## src/rtl/interpolator.sv

```systemverilog
// Rate-up converter: one sample per INT_RATE cycles in, full-rate zero-stuffed out.
// Define INTERP_HOLD_EN for zero-order hold instead of zero-stuffing.
module interpolator #(
  parameter int WIDTH    = 1,
  parameter int INT_RATE = 4
) (
  input  logic             clk,
  input  logic             rstn,
  input  logic [WIDTH-1:0] in,
  input  logic             in_valid,
  output logic             in_ready,
  output logic [WIDTH-1:0] out,
  output logic             out_valid,
  output logic             clk_slow,
  output logic             underrun
);

  localparam int CW = $clog2(INT_RATE);
  localparam logic [CW-1:0] LAST = CW'(INT_RATE - 1);
  localparam logic [CW-1:0] HALF = CW'(INT_RATE / 2);

  typedef enum logic [1:0] {
    IDLE,
    RUN,
    STARVE
  } state_e;

  state_e           state_q, state_d;
  logic [CW-1:0]    cnt_q, cnt_d;
  logic [WIDTH-1:0] out_q, out_d;
  logic             out_valid_q, out_valid_d;
  logic             clk_slow_q, clk_slow_d;
  logic             underrun_q, underrun_d;
  logic             last;
  logic             xfer;

  assign last     = (cnt_q == LAST);
  assign xfer     = in_valid & last;
  assign in_ready = last;

  always_ff @(posedge clk or negedge rstn) begin
    if (!rstn) begin
      state_q     <= IDLE;
      cnt_q       <= LAST;
      out_q       <= '0;
      out_valid_q <= 1'b0;
      clk_slow_q  <= 1'b0;
      underrun_q  <= 1'b0;
    end else begin
      state_q     <= state_d;
      cnt_q       <= cnt_d;
      out_q       <= out_d;
      out_valid_q <= out_valid_d;
      clk_slow_q  <= clk_slow_d;
      underrun_q  <= underrun_d;
    end
  end

  always_comb begin
    state_d     = state_q;
    cnt_d       = last ? '0 : cnt_q + CW'(1);
`ifdef INTERP_HOLD_EN
    out_d       = out_q;
`else
    out_d       = '0;
`endif
    out_valid_d = (state_q == RUN);
    underrun_d  = 1'b0;
    clk_slow_d  = (cnt_d < HALF);

    // Frame boundary: the next frame is RUN exactly when a sample is taken now.
    if (last) begin
      out_valid_d = xfer;
      if (xfer) out_d = in;
      unique case (state_q)
        IDLE:    state_d = xfer ? RUN : IDLE;
        RUN: begin
          state_d    = xfer ? RUN : STARVE;
          underrun_d = ~xfer;
        end
        STARVE:  state_d = xfer ? RUN : STARVE;
        default: state_d = IDLE;
      endcase
    end
  end

  assign out       = out_q;
  assign out_valid = out_valid_q;
  assign clk_slow  = clk_slow_q;
  assign underrun  = underrun_q;

endmodule

```

## config.mk

```make
export PLATFORM = sky130hd
export DESIGN_NAME = interpolator
export DESIGN_NICKNAME = d
export VERILOG_FILES = /design/src/rtl/interpolator.sv
export SDC_FILE = /design/constraint.sdc
export NUM_CORES = 1
export LEC_CHECK = 0
export ABC_CLOCK_PERIOD_IN_PS = 3400
export BUFFER_PORTS_ARGS = -buffer_cell sky130_fd_sc_hd__buf_2
export CAP_MARGIN = 20
export CORE_AREA = 2 2 39 41
export DETAILED_ROUTE_END_ITERATION = 7
export DIE_AREA = 0 0 41 43
export GPL_TIMING_DRIVEN = 0
export SETUP_SLACK_MARGIN = 0.02
export SLEW_MARGIN = 25
export SYNTH_ARGS = -nofsm -noshare
export SYNTH_HDL_FRONTEND = slang
export SYNTH_SLANG_ARGS = --single-unit
```

## constraint.sdc

```tcl
create_clock -name clk -period 3.4 [get_ports clk]
set_input_delay 0.17 -clock clk [delete_from_list [all_inputs] [get_ports clk]]
set_output_delay 0.17 -clock clk [all_outputs]
set_load 0.02 [all_outputs]
```

* Yosys cells after proc, flatten, opt, wreduce, memory -nomap -nowiden
Cells that the tools add are included.
Cells by class: equality and inequality tests 3, bitwise gates (word level) 2, reductions and logical operators 2, $lt $le $gt $ge 1, mux-type cells 9, add/sub/neg operators 1
Operators by type and width (number):
- $mux W1 | 6
- $eq A2 B2 Y1 const B | 2
- $mux W2 | 2
- $pmux W2 S2 | 1
- $add A2 B1 Y2 const B | 1
- $eq A2 B1 Y1 const B | 1
- $logic_not A2 Y1 | 1
- $lt A2 B2 Y1 const B | 1
- $reduce_or A2 Y1 | 1
- $and A1 B1 Y1 | 1
- $not A1 Y1 | 1
Word-level totals: word-level logic and storage cells 24, register bits 8, output and inout port bits 5, bits of input ports 4

* Logic depth before layout (Yosys ltp)
depth in word-level cells 5, mapped depth 4, depth with buffers taken out 4

* Worst setup path before layout
OpenSTA, ideal clock, no wires.
path type register to register, from register cnt_q[0], to register out_valid_q, in the netlist out_valid, cell stages (with the launch flop) 3, slack 2098 ps, arrival 1177 ps, buffers on the path 0, library setup time 125 ps, required time 3275 ps, period minus slack after synthesis 1302 ps, cells stage by stage dfstp_2 ha_1 mux2_2
On the way: word-level cells in the longest chain between the ends 3
RTL lines:
- from (decl) | line 29 | logic [CW-1:0] cnt_q, cnt_d;
- from (signal assigned) | line 51 | cnt_q <= cnt_d;
- $eq A2 B2 Y1 * | line 37 | assign last = (cnt_q == LAST);
- via in_ready | line 11 | output logic in_ready,
- $and A1 B1 Y1 | line 38 | assign xfer = in_valid & last;
- $mux W1 * | line 72 | if (last) begin
- via out_valid_d | line 31 | logic out_valid_q, out_valid_d;
- to (signal assigned) | line 53 | out_valid_q <= out_valid_d;
- to (decl) | line 31
The timed path passes the listed nets; every way through them passes the cells marked *. A chain may end at the register's enable or synchronous reset.

* Worst setup path after layout
from register cnt_q[0], to output port in_ready
On the way: word-level cells in the longest chain between the ends 1
RTL lines (line):
- $eq A2 B2 Y1 | 37
- to (decl) | 11
Every way passes these cells.

==> summary.md <==
| Metric | Value |
|---|---|
| Status | `finished clean` |
| CP delay by family, top | `flip-flops` |
| Compound-Gate Fraction of Synth Area | `6.41%` |
| Reg-to-reg startpoint | `cnt_q[0]$_DFF_PN1_` |
| Post-synthesis cell area | `352 um^2` |
| Share of Yosys cell area claimed by the top area cell type | `42.7%` |
| CTS sink cnt | `8` |
| Clock buffer count from CTS | `3` |
| Wire per inst | `10.0 um` |
| Detailed-route DRC error count | `0` |
| RSZ-0062 raised after global routing | `false` |
| DRT Pass-1 Iters | `4` |
| DR vias/cell | `4.04` |
| Beginning of the critical path | `cnt_q[0]$_DFF_PN1_` |
| Sw power | `68.8 uW` |
| Clock Path Buffers | `2` |
| Sw Share | `28.7%` |
| Nets | `50` |
| Synth area leaders | `dfrtp_1, ha_1, dfstp_2, o32ai_2, inv_1` |
| Simple-gate portion of the synthesized area | `10.7%` |
| Vias in the first global route | `207` |
| 1st-iter DRT viols | `4` |
| Setup TNS | `0 ps` |
| Combinational Power Share | `21.7%` |
| Synth area leader | `dfrtp_1` |
| CP Cell Sequence | `ha_1 > buf_2` |
| Die H | `43 um` |
| Syn-to-layout area delta | `26.3%` |
| Via count | `222` |
| Post-synth EDFFs | `0` |
| Row cnt | `14` |
| Remaining Overflow, GRT | `0` |
| Startpoint Class | `flop` |
| First-pass GRT wire length | `924 um` |
| Clock skew | `4.66 ps` |
| GP Congestion | `0.679` |
| Slew margin rel. | `85.2%` |
| Worst VDD drop | `0.000152 V` |
| CTS root buffer | `clkbuf_4` |
| XOR/XNOR Fraction of Synth Area | `0%` |
| Data arrival, critical path | `1180 ps` |
| Maxcap violations | `0` |
| Buf/Inv on CP | `1` |
| Hold path startpoint | `in` |
| Avg Inst Size Synth | `13.0 um^2` |
| Post-DP HPWL | `417 um` |
| Final period util | `39.9%` |
| Initial antenna violation count | `0` |
| Worst min path class | `in2reg` |
| Layout cells sized above 1 | `41.0%` |
| Final setup violation count | `0` |
| Core Box Area | `1380 um^2` |
| Max Clock Freq | `738 MHz` |
| LEAKAGE | `0.000240 uW` |
| Reg clk slew, reported paths | `60 ps` |
| Final hold vios | `0` |
| Final instance area | `444 um^2` |
| Horiz. Die Dim | `41 um` |
| Measured slew at the worst slew-check pin | `222 ps` |
| Slowest CP cell | `dfstp_2` |
| Starting density of the core | `25.4%` |
| Register area share after synthesis | `57.7%` |
| Max stage delay on crit path | `540 ps` |
| Synth Warn # | `0` |
| Hold slack | `173 ps` |
| Mux cell area share after synthesis | `3.20%` |
| Ant diodes | `0` |
| Top Ports | `9` |
| Dpl cell area | `412 um^2` |
| Post-Synth Adder-Cell Area | `17.8%` |
| WL final | `551 um` |
| Post-synthesis async set-or-reset flop share | `100%` |
| Main combinational cell family by area after synthesis | `adder cells` |
| CP endpoint kind | `primary output` |
| Minimum clock period after layout | `1350 ps` |
| Worst-path fanout max | `4` |
| Reg power frac | `47.7%` |
| DIE AREA | `1760 um^2` |
| #FFs+latches synth | `8` |
| Largest net degree at the start of global routing | `9` |
| Clock share of power | `30.6%` |
| PortBufs | `8` |
| Mapped Cells | `27` |
| Netlist cell types | `13` |
| Pwr Density | `540 nW/um^2` |
| DRT antenna net count | `0` |
| Crit path kind | `reg2out` |
| Ys flop type | `dfrtp_1` |
| Count leader, synth | `dfrtp_1` |
| Worst skew pair latency | `250 ps` |
| Worst EP required | `3230 ps` |
| H-tree levels | `1` |
| Cell-internal power | `171 uW` |
| Fin. max-slew vios | `0` |
| Syn_nets | `36` |
| Total track usage | `8.91%` |
| TritonCTS clock tree | `built` |
| Most frequent cells after synthesis | `dfrtp_1, ha_1, inv_1, dfstp_2, nor2_1` |
==> registers in the layout (all words and copies together) (netlist names) <==
name	cells
out	1
cnt_q	2
out_valid	1
clk_slow	1
underrun	1
state_q	2
==> through the flow <==
stage / setup slack (ps) / total power (uW) / instances / utilization (%)
final: 2050 / 240 / 55 / 32.1
after floorplan: 2100 / 153 / 27 / -
after global routing: 1990 / 263 / 55 / 32.1
after CTS: 2030 / 245 / 55 / 32.1
after global placement: 2200 / 167 / 51 / 29.7
after detailed placement: 2200 / 168 / 51 / 29.7
==> cell families (layout without fill, tap and decap cells) <==
| logic type | after synthesis | count (layout) |
|---|---|---|
| DFF | 8 | 8 |
| adders and majority gates | 5 | 5 |
| muxes | 1 | 1 |
| AOI/OAI and AO/OA | 2 | 2 |
| and+or+nand+nor | 7 | 7 |
| buffers and inverters | 4 | 16 |
==> placed cells by master, fill, tap and decap left out, drive strengths merged <==
master / n
and2: 1
and3: 2
buf: 8
clkbuf: 3
dfrtp: 6
dfstp: 2
dlygate4sd3: 1
ha: 5
inv: 4
mux2: 1
nand2: 1
nand2b: 1
nor2: 2
o22ai: 1
o32ai: 1
==> area by class of cell <==
class / instances / area (um^2)
inverters: 4 / 15.0
repair buffers: 9 / 50.0
multi-input cells: 15 / 134
well taps: 16 / 20.0
fillers: 139 / 940
flip-flops and latches: 8 / 203
clock buffers: 3 / 22.5
==> power groups by stage <==
stage	Clock, uW	Sequential (uW)	Combinational (uW)
floorplan	0	121	32.0
global placement	0	116	50.9
detailed placement	0	116	51.4
CTS	78.4	114	52.6
global route	86.8	116	60.4
finish	73.4	114	52.0
==> worst register-to-register path, stage by stage (launching register included) <==
cell	delay [ps]
dfstp_2	540
ha_1	210
mux2_2	340
==> repair_timing <==
item                      in CTS  in global routing
resized for setup              0                  0
hold buffers                   1                  0
setup buffers                  0                  0
hold endpoints to repair       8                  0
==> final timing paths <==
check | endpoint | slack, ps | cells past startpoint
max | in_ready | 2050 | 2
min reg2reg | cnt_q[0]$_DFF_PN1_ | 490 | 1
min in group asynchronous | state_q[0]$_DFFE_PN0N_ | 290 | 2
max reg2reg | out_valid$_DFF_PN0_ | 2190 | 2
min | out$_DFF_PN0_ | 170 | 2
max in group asynchronous | cnt_q[0]$_DFF_PN1_ | 2860 | 2
==> per-layer routing <==
layer  global-route usage, %  part of all wire (%)  vias to the layer above
li1                        -                     -                      115
met2                    9.69                    45                        6
met4                    8.00                     0                        0
met5                       0                     0                        -
met3                    6.28                   6.0                        0
met1                    10.9                    49                      101
No activity file was read; power rests on OpenSTA's default activity.
